<file path="config.mk">
export PLATFORM = sky130hd
export DESIGN_NAME = lfsr_rr_scheduler
export DESIGN_NICKNAME = d
export VERILOG_FILES = /design/src/rtl/lfsr_rr_scheduler.sv
export SDC_FILE = /design/constraint.sdc
export NUM_CORES = 1
export LEC_CHECK = 0
export ABC_AREA = 1
export BUFFER_PORTS_ARGS = -buffer_cell sky130_fd_sc_hd__buf_2
export CORE_MARGIN = 2
export CORE_UTILIZATION = 55
export DETAILED_ROUTE_END_ITERATION = 10
export GPL_TIMING_DRIVEN = 1
export PLACE_DENSITY = 0.82
export SKIP_CTS_REPAIR_TIMING = 1
export SLEW_MARGIN = 20
export SYNTH_ARGS = -nofsm -noshare
export SYNTH_HDL_FRONTEND = slang
export SYNTH_SLANG_ARGS = --single-unit
</file>
<file path="constraint.sdc">
create_clock -name clk_i -period 14.7 [get_ports clk_i]
set_input_delay 2.94 -clock clk_i [delete_from_list [all_inputs] [get_ports clk_i]]
set_output_delay 2.94 -clock clk_i [all_outputs]
set_load 0.05 [all_outputs]
</file>
<file path="src/rtl/lfsr_rr_scheduler.sv">
// rtl/lfsr_rr_scheduler.sv - shared Galois LFSR message source, round-robin granted to NREQ consumers
module lfsr_rr_scheduler #(
    parameter int N     = 32,
    parameter int NREQ  = 4,
    parameter int CNT_W = 34
) (
    input  logic             clk_i,
    input  logic             rst_i,
    input  logic             start_i,
    input  logic             pause_i,
    input  logic [N-1:0]     seed_i,
    input  logic [N-1:0]     polynomial_i,
    input  logic [CNT_W-1:0] limit_i,
    input  logic [NREQ-1:0]  req_i,
    output logic [NREQ-1:0]  grant_o,
    output logic [N-1:0]     msg_o,
    output logic             msg_valid_o,
    output logic [CNT_W-1:0] issued_o,
    output logic             busy_o,
    output logic             done_o
);

    localparam int PTR_W = (NREQ > 1) ? $clog2(NREQ) : 1;

    typedef enum logic [1:0] {S_IDLE, S_RUN, S_DONE} state_t;

    state_t             state_q, state_d;
    logic [N-1:0]       lfsr_q, lfsr_d;
    logic [N-1:0]       poly_q, poly_d;
    logic [CNT_W-1:0]   limit_q, limit_d;
    logic [CNT_W-1:0]   issued_q, issued_d;
    logic [PTR_W-1:0]   ptr_q, ptr_d;
    logic [NREQ-1:0]    grant_q, grant_d;
    logic [N-1:0]       msg_q, msg_d;
    logic               valid_q, valid_d;

    logic               found;
    logic [PTR_W-1:0]   win;
    logic [CNT_W-1:0]   issued_inc;
    logic [N-1:0]       lfsr_next;

    // First requester at or after ptr_q, wrapping at NREQ.
    always_comb begin : rr_search
        int k;
        found = 1'b0;
        win   = '0;
        k     = 0;
        for (int i = 0; i < NREQ; i++) begin
            k = int'(ptr_q) + i;
            if (k >= NREQ) k = k - NREQ;
            if (!found && req_i[PTR_W'(k)]) begin
                found = 1'b1;
                win   = PTR_W'(k);
            end
        end
    end

    assign issued_inc = issued_q + CNT_W'(1);
    assign lfsr_next  = {1'b0, lfsr_q[N-1:1]} ^ (lfsr_q[0] ? poly_q : '0);

    always_comb begin
        state_d  = state_q;
        lfsr_d   = lfsr_q;
        poly_d   = poly_q;
        limit_d  = limit_q;
        issued_d = issued_q;
        ptr_d    = ptr_q;
        grant_d  = '0;
        msg_d    = msg_q;
        valid_d  = 1'b0;
        case (state_q)
            S_IDLE, S_DONE: begin
                if (start_i) begin
                    lfsr_d   = seed_i;
                    poly_d   = polynomial_i;
                    limit_d  = limit_i;
                    issued_d = '0;
                    ptr_d    = '0;
                    state_d  = (limit_i == '0) ? S_DONE : S_RUN;
                end
            end
            S_RUN: begin
                if (!pause_i && found) begin
                    grant_d  = NREQ'(1) << win;
                    msg_d    = lfsr_q;
                    valid_d  = 1'b1;
                    issued_d = issued_inc;
                    lfsr_d   = lfsr_next;
                    ptr_d    = (win == PTR_W'(NREQ - 1)) ? '0 : win + PTR_W'(1);
                    if (issued_inc == limit_q) state_d = S_DONE;
                end
            end
            default: state_d = S_IDLE;
        endcase
    end

    always_ff @(posedge clk_i or posedge rst_i) begin
        if (rst_i) begin
            state_q  <= S_IDLE;
            lfsr_q   <= '0;
            poly_q   <= '0;
            limit_q  <= '0;
            issued_q <= '0;
            ptr_q    <= '0;
            grant_q  <= '0;
            msg_q    <= '0;
            valid_q  <= 1'b0;
        end else begin
            state_q  <= state_d;
            lfsr_q   <= lfsr_d;
            poly_q   <= poly_d;
            limit_q  <= limit_d;
            issued_q <= issued_d;
            ptr_q    <= ptr_d;
            grant_q  <= grant_d;
            msg_q    <= msg_d;
            valid_q  <= valid_d;
        end
    end

    assign grant_o     = grant_q;
    assign msg_o       = msg_q;
    assign msg_valid_o = valid_q;
    assign issued_o    = issued_q;
    assign busy_o      = (state_q == S_RUN);
    assign done_o      = (state_q == S_DONE);

endmodule

</file>
==> metrics.cfg, run 1 <==
[status]
outcome=completed

[cts]
cts.reportedPaths.clkPinSlew_ns=0.07
cts_tree=built
cts.sinks=173
root_buffer=clkbuf_16
clk_path_buf_depth=2
cts_buffers=17
worstSkewPairLatency_ns=0.43
htree_levels=4

[placement]
port_buffers=178
dp_slack_ns=8.68
place_hpwl_um=17100
place_congestion=0.943

[synth]
synth_edf_count=0
postSynthNetCount=1351
synth_area_sq_um=9420
synth_ff_type=dfrtp_1
synthCells=1240
ys_async_sr_fraction_pct=100
syn_avg_cell_area_sq_um=7.59
synth_seq_area_share_pct=46.0
synth_warnings=0
ys_types=38
synth_seq_cells=173

[pwr]
power_per_cell_area_nw_per_um2=193
irDropWorstVdd_mv=0.152
power_leakage_nw=5.55

[timing]
worstMarginPinSlew_ns=0.814
post-route-min-period_ns=5.60
hold_slack_ns=0.485
clock_skew_ns=0.0112
slew_headroom_pct=45.7
setup_ws_ns=9.10
grt_setup_unrepaired=no
slew_viol_final=0
fin_setup_tns_ns=0
hold_viol=0
min_period_over_period_pct=38.1
setup_viol_count_final=0
fmax_ghz=0.178

[floorplan]
die_h_um=135
initial_core_util_pct=56.6
dieWidth_um=135
dieArea_sq_um=18200
ios=179
rows=47
core-area_sq_um=16600

[global_route]
grt_pass1_vias=8318
grtUsageTotal_pct=27.6
grt_pass1_wl_um=39800
grt_max_degree=78
antenna_found_initial=0
grt_remaining_overflow=0

[critical_path]
critPathCaptureType=register
r2r-end=issued_o[18]
crit_path_start=req_i[0]
crit_fanout=76
crit_cells=16
crit_top_cell=nand2_1
crit_buf_inv=4
r2r_setup_slack_ns=11.12
cp_data_required_time_ns=15.03
crit_arrival_ns=5.93
cp_cell_sequence=buf_2 -> or2_1 -> o21ai_1 -> or2_1 -> nand2_1 -> inv_2 -> nand2_2 -> nor2_2 -> nand2_1 -> nand2_1 -> inv_2 -> nand2_4 -> nand2_4 -> buf_4 -> nand4_1 -> o21ai_0
critPathLaunchType=input pin
slowest_delay_ns=0.67
slowest_stage=nand2_4
cp-endpoint=issued_o[18]
ff2ff_path_depth=15
r2r_start=ptr_q[0]
path_delay_family=simple AND/OR/NAND/NOR gates
crit_type=in2reg

[final_layout]
drive_above_1_share_pct=19.2
nets=1502
antenna_cells=0
final_cell_mix=nand2_1, buf_2, dfrtp_1
area_delta_synth_final_pct=15.7
layout_commonest_cell=nand2_1
final_util_pct=65.5
fillers=1435

[detailed_routing]
antenna_left=0
routed_wl_um=24600
vias=8881
wl_per_cell_um=15.2
drc=0
vias_per_cell=5.47
drtPass1Iterations=7
dr.first_iter.drc_count=749

[hold_path]
worstHoldPathType=reg2reg
min_from=msg_o[5]

[run]
maxCapViolations=0

## report_power, final
| group | switching (W) | total [W] | internal [W] | leakage [nW] |
|---|---|---|---|---|
| logic | 0.000659 | 0.000901 | 0.000242 | 3.15 |
| clock network | 0.000197 | 0.000441 | 0.000244 | 0.269 |
| registers | 0.000156 | 0.000762 | 0.000606 | 2.13 |
| total | 0.00101 | 0.00210 | 0.00109 | 5.55 |
## flip-flops by register name (all words and copies together) (netlist names)
signal and count:
msg_valid_o 1, state_q 2, issued_o 34, lfsr_q 32, limit_q 34, grant_o 4, ptr_q 2, msg_o 32
poly_q 32
## cells in the mapped netlist, types with 22 or more instances
master / number / area share, %
a31oi_1: 32 / 2.1
inv_1: 145 / 5.8
nand2_1: 368 / 15
nand3_1: 135 / 7.2
mux2_2: 34 / 4.1
nor2_1: 111 / 4.4
dfrtp_1: 173 / 46
nand4_1: 26 / 1.7
clkbuf_1: 22 / 0.88
o21ai_1: 32 / 1.7
o21ai_0: 64 / 3.4
## worst reg2reg max path: cells and delay by family (launching register included)
family	cells	cell delay, ns
simple gates	9	1.82
flops	1	0.48
buf+inv	4	0.95
compound gates	2	0.24
## layer usage
metal | up-vias | share of wire, % | global-route usage, %
met3 | 61 | 7.2 | 4.80
met2 | 378 | 46 | 43.0
met4 | 0 | 3.3 | 11.6
met1 | 4147 | 44 | 38.5
met5 | - | 0 | 0
li1 | 4295 | - | -
## through the flow
stage / total power [W] / cells / cell area (sq um)
floorplan: 0.00145 / 1240 / 9420
global placement: 0.00163 / 1592 / 10300
detailed placement: 0.00166 / 1592 / 10300
CTS: 0.00210 / 1623 / 10900
global route: 0.00224 / 1623 / 10900
finish: 0.00210 / 1623 / 10900
## how the worst min path moves through the flow
| stage | endpoint | cells past startpoint |
|---|---|---|
| after floorplan | limit_q[33] | 2 |
| after global placement | msg_o[0] | 2 |
| after detailed placement | msg_o[4] | 2 |
| after CTS | msg_o[4] | 2 |
| after global routing | msg_o[4] | 2 |
| final | msg_o[5] | 2 |
## cells by family (layout without fill, tap and decap cells)
logic type / Yosys count / after routing / synth area share, %
compound gates: 141 / 141 / 8.05
xor+xnor: 10 / 10 / 1.08
fa+ha+maj: 5 / 5 / 0.664
buf+inv: 200 / 363 / 9.30
flops: 173 / 173 / 46.0
mux: 36 / 36 / 4.28
simple gates: 675 / 675 / 30.6
## final cells by class
cell class / instances / area (sq um) / area share, %
Timing Repair Buffer: 183 / 928 / 8.52
Sequential cell: 173 / 4330 / 39.8
Clock inverter: 11 / 110 / 1.01
Clock buffer: 20 / 457 / 4.19
Tap cell: 220 / 275 / 2.53
Inverter: 149 / 564 / 5.18
Multi-Input combinational cell: 867 / 4230 / 38.8
Power figures use the tool's default switching activity.
==> run 2, diff against run 1 <==
- clock period: 14.7 -> 5.4 ns (I/O delays scaled with it)
==> metrics.cfg, run 2 (synthesized netlist as in run 1, its figures left out) <==
[status]
outcome=completed

[detailed_routing]
dr.first_iter.drc_count=838  ; +12%
routed_wl_um=24400  ; -0.68%
antenna_left=0  ; unchanged
wl_per_cell_um=15.0  ; -0.81%
drc=0  ; unchanged
drtPass1Iterations=8  ; +1
vias_per_cell=5.45  ; -0.38%
vias=8858  ; -0.26%

[cts]
cts.sinks=173  ; unchanged
clk_path_buf_depth=2  ; unchanged
cts.reportedPaths.clkPinSlew_ns=0.07  ; about the same
cts_buffers=17  ; unchanged
htree_levels=4  ; unchanged
worstSkewPairLatency_ns=0.44  ; about the same
cts_tree=built
root_buffer=clkbuf_16

[critical_path]
crit_path_start=state_q[0]
crit_type=reg2out
critPathLaunchType=register
r2r_setup_slack_ns=2.33  ; -8.79 ns
critPathCaptureType=primary output
crit_fanout=67  ; -12%
r2r-end=issued_o[8]
ff2ff_path_depth=8  ; -7
slowest_delay_ns=0.68  ; about the same
cp_cell_sequence=inv_1 -> nor2_4 -> buf_4 -> buf_2
r2r_start=state_q[0]
slowest_stage=buf_4
cp-endpoint=busy_o
crit_arrival_ns=2.16  ; -3.77 ns
cp_data_required_time_ns=4.32  ; -10.71 ns

[final_layout]
final_area_sq_um=10900  ; +0.31%
final_cell_mix=nand2_1, buf_2, dfrtp_1
fillers=1423  ; -0.84%
layout_commonest_cell=nand2_1
area_delta_synth_final_pct=16.1
antenna_cells=0  ; unchanged
nets=1503  ; +0.067%
drive_above_1_share_pct=19.3  ; +0.044 points

[floorplan]
ios=179  ; unchanged
die_h_um=135  ; unchanged
core-area_sq_um=16600  ; unchanged
initial_core_util_pct=56.6  ; unchanged
rows=47  ; unchanged
dieWidth_um=135  ; unchanged
dieArea_sq_um=18200  ; unchanged

[timing]
slew_viol_final=0  ; unchanged
hold_viol=0  ; unchanged
clock_skew_ns=0.00942  ; -0.00181 ns
worstMarginPinSlew_ns=1.08  ; +0.266 ns
hold_slack_ns=0.480  ; -0.00576 ns
setup_viol_count_final=0  ; unchanged
min_period_over_period_pct=60.0
fmax_ghz=0.308
post-route-min-period_ns=3.24
slew_headroom_pct=28.0  ; -18 points
grt_setup_unrepaired=no
fin_setup_tns_ns=0  ; unchanged

[pwr]
power_per_cell_area_nw_per_um2=528  ; +170%
power_leakage_nw=5.57  ; +0.35%
irDropWorstVdd_mv=0.329  ; +120%

[run]
maxCapViolations=0  ; unchanged

[placement]
placed_area_sq_um=10300  ; +0.18%
place_hpwl_um=17000  ; -0.95%
port_buffers=178  ; unchanged
place_congestion=0.909  ; -3.6%

[global_route]
antenna_found_initial=1  ; +1
grt_remaining_overflow=0  ; unchanged
grt_pass1_wl_um=39800  ; about the same
grt_pass1_vias=8265  ; -0.64%
grt_max_degree=146  ; +87%
grtUsageTotal_pct=27.8  ; +0.12 points

[hold_path]
worstHoldPathType=reg2reg

[run 2: cell type report]
| class | count | area, sq um | share of cell area (%) |
|---|---|---|---|
| Clock inverter | 14 | 155 | 1.42 |
| Tap cell | 220 | 275 | 2.52 |
| Timing Repair Buffer | 184 | 948 | 8.68 |
| Sequential cell | 173 | 4330 | 39.6 |
| Clock buffer | 18 | 429 | 3.93 |
| Inverter | 149 | 563 | 5.15 |
| Multi-Input combinational cell | 867 | 4230 | 38.7 |
[run 2: per-stage QoR]
| stage | std cells | power, W | setup WS, ns | utilization [%] |
|---|---|---|---|---|
| after floorplan | 1240 | 0.00396 | 2.11 | - |
| after global placement | 1593 | 0.00445 | 2.00 | 62.1 |
| after detailed placement | 1593 | 0.00453 | 1.91 | 62.1 |
| after CTS | 1625 | 0.00578 | 2.18 | 65.7 |
| after global routing | 1625 | 0.00614 | 2.00 | 65.7 |
| final | 1625 | 0.00577 | 2.16 | 65.7 |
[run 2: worst min path at each step]
stage                           start  cells past startpoint  slack [ns]           to
after floorplan           limit_q[33]                      2        0.45  limit_q[33]
after global placement       msg_o[0]                      2        0.47     msg_o[0]
after detailed placement     msg_o[0]                      2        0.47     msg_o[0]
after CTS                    msg_o[0]                      2        0.49     msg_o[0]
after global routing         msg_o[0]                      2        0.50     msg_o[0]
final                        msg_o[0]                      2        0.48     msg_o[0]
[run 2: worst max-delay path, delay by kind of cell, from the launching register on]
kind | cells | cell delay [ns]
buf+inv | 3 | 1.22
simple gates | 1 | 0.10
flops | 1 | 0.39
[run 2: power breakdown]
part	switching [W]	internal [W]	total, W
Sequential	0.000423	0.00165	0.00207
Combinational	0.00179	0.000663	0.00246
Clock	0.000552	0.000693	0.00124
[run 2: metal layers]
metal	GRT usage, %	part of all wire [%]	wire length (um)	vias to the layer above
met2	44.1	47	11400	381
met5	0	0.029	7	-
li1	-	-	-	4314
met3	5.41	7.6	1860	65
met4	12.2	3.3	812	2
met1	37.2	42	10400	4096
==> run 3, diff against run 2 <==
- CORE_UTILIZATION: 55 -> 51
- PLACE_DENSITY: 0.82 -> 0.8
- clock period: 5.4 -> 2.9 ns (I/O delays scaled with it)
==> metrics.cfg, run 3 (synthesized netlist as in run 1, its figures left out) <==
[cts]
cts.reportedPaths.clkPinSlew_ns=0.07  ; about the same
cts_buffers=17  ; unchanged
worstSkewPairLatency_ns=0.44  ; about the same
cts.sinks=173  ; unchanged
cts_tree=built
clk_path_buf_depth=2  ; unchanged
root_buffer=clkbuf_16
htree_levels=4  ; unchanged

[placement]
place_hpwl_um=18000  ; +6.0%
place_congestion=0.941  ; +3.5%
port_buffers=178  ; unchanged
placed_area_sq_um=10500  ; +1.1%

[timing]
hold_viol=0  ; unchanged
grt_setup_unrepaired=no
setup_viol_count_final=0  ; unchanged
slew_headroom_pct=57.6  ; +30 points
fmax_ghz=0.402
min_period_over_period_pct=85.8
clock_skew_ns=0.0151  ; +0.00572 ns
fin_setup_tns_ns=0  ; unchanged
slew_viol_final=0  ; unchanged
worstMarginPinSlew_ns=0.635  ; -0.445 ns
post-route-min-period_ns=2.49

[critical_path]
cp_cell_sequence=ha_1 -> nand2_2 -> nor2_4 -> nand2_1 -> nor2_2 -> nand2_1 -> nand2_1 -> nand2_1 -> nand2_1 -> nand2_1 -> nor2_1 -> nand3_1 -> nor2_1 -> nand2_1 -> nand2_1 -> nand3_1 -> nand2_1
crit_arrival_ns=2.85  ; +0.69 ns
crit_top_cell=nand2_1
slowest_delay_ns=0.47  ; -0.21 ns
critPathLaunchType=register
cp_data_required_time_ns=3.26  ; -1.06 ns
crit_type=reg2reg
slowest_stage=dfrtp_1
crit_fanout=7  ; -90%
critPathCaptureType=register

[pwr]
power_leakage_nw=5.63  ; +1.0%
power_per_cell_area_nw_per_um2=982  ; +86%
irDropWorstVdd_mv=0.605  ; +84%

[global_route]
grt_remaining_overflow=0  ; unchanged
grt_pass1_wl_um=41000  ; +2.9%
grtUsageTotal_pct=26.0  ; -1.7 points
antenna_found_initial=1  ; unchanged
grt_max_degree=88  ; -40%
grt_pass1_vias=8176  ; -1.1%

[detailed_routing]
antenna_left=0  ; unchanged
drtPass1Iterations=6  ; -2
wl_per_cell_um=15.3  ; +2.1%
vias=8816  ; -0.47%
drc=0  ; unchanged
dr.first_iter.drc_count=693  ; -17%
routed_wl_um=25200  ; +3.1%
vias_per_cell=5.37  ; -1.5%

[run]
maxCapViolations=0  ; unchanged

[floorplan]
ios=179  ; unchanged
dieWidth_um=140  ; +3.7%
rows=49  ; +4.3%
core-area_sq_um=18000  ; +8.3%
dieArea_sq_um=19600  ; +7.6%
die_h_um=140  ; +3.7%
initial_core_util_pct=52.2  ; -4.3 points

[final_layout]
area_delta_synth_final_pct=17.5
nets=1510  ; +0.47%
final_cell_mix=nand2_1, buf_2, dfrtp_1
layout_commonest_cell=nand2_1
drive_above_1_share_pct=19.8  ; +0.47 points
final_area_sq_um=11100  ; +1.3%

[hold_path]
worstHoldPathType=in2async

[status]
outcome=completed

## run 3: cell count changes in the layout (fill, tap and decap cells not counted), sizes merged
cell / previous run / this run
clkinv: 4 / 5
bufinv: 2 / 1
buf: 184 / 191
diode: 0 / 1
## run 3: final timing paths
path / start / end / slack (ns) / cells past startpoint
setup / recovery: issued_o[0] / state_q[1] / 0.41 / 17
hold / removal: rst_i / poly_q[23] / 0.29 / 3
setup reg to reg: issued_o[0] / state_q[1] / 0.41 / 17
hold reg to reg: msg_o[30] / msg_o[30] / 0.48 / 2
max in group asynchronous: rst_i / issued_o[14] / 2.07 / 3
min in group clk_i: polynomial_i[18] / poly_q[18] / 0.37 / 2
## run 3: where the power goes
group / leakage, nW / internal [W] / switching (W)
combinational: 3.20 / 0.00129 / 0.00346
clock: 0.295 / 0.00126 / 0.00110
sequential: 2.13 / 0.00307 / 0.000692
## run 3: per-layer routing
metal,GRT usage (%),routed length [um],vias up
met4,7.95,610,0
met3,5.47,1740,49
met1,36.5,11100,4113
met5,0,0,-
li1,-,-,4319
met2,40.9,11700,335
## run 3: critical path, delay by kind of cell (launching register included)
family        cells  cell delay (ns)
simple gates     16             1.72
flops             1             0.47
fa+ha+maj         1             0.24
## run 3: layout make-up
cell class,count,area (sq um)
inverter,149,563
tap,229,287
clock inverter,14,168
fill,1597,6960
multi-input combinational,867,4230
sequential,173,4330
clock buffer,18,439
timing repair buffer,191,1050
antenna,1,2.50
## run 3: through the flow
step	std cells	power, W	worst slack, ns	util [%]	hold slack [ns]
6_report	1642	0.0109	0.411	61.4	0.293
2_1_floorplan	1240	0.00737	0.109	-	0.453
3_3_place_gp	1609	0.00842	0.518	58.0	0.463
5_1_grt	1641	0.0116	0.136	61.4	0.340
4_1_cts	1641	0.0109	0.452	61.4	0.328
3_5_place_dp	1609	0.00851	0.476	58.0	0.469
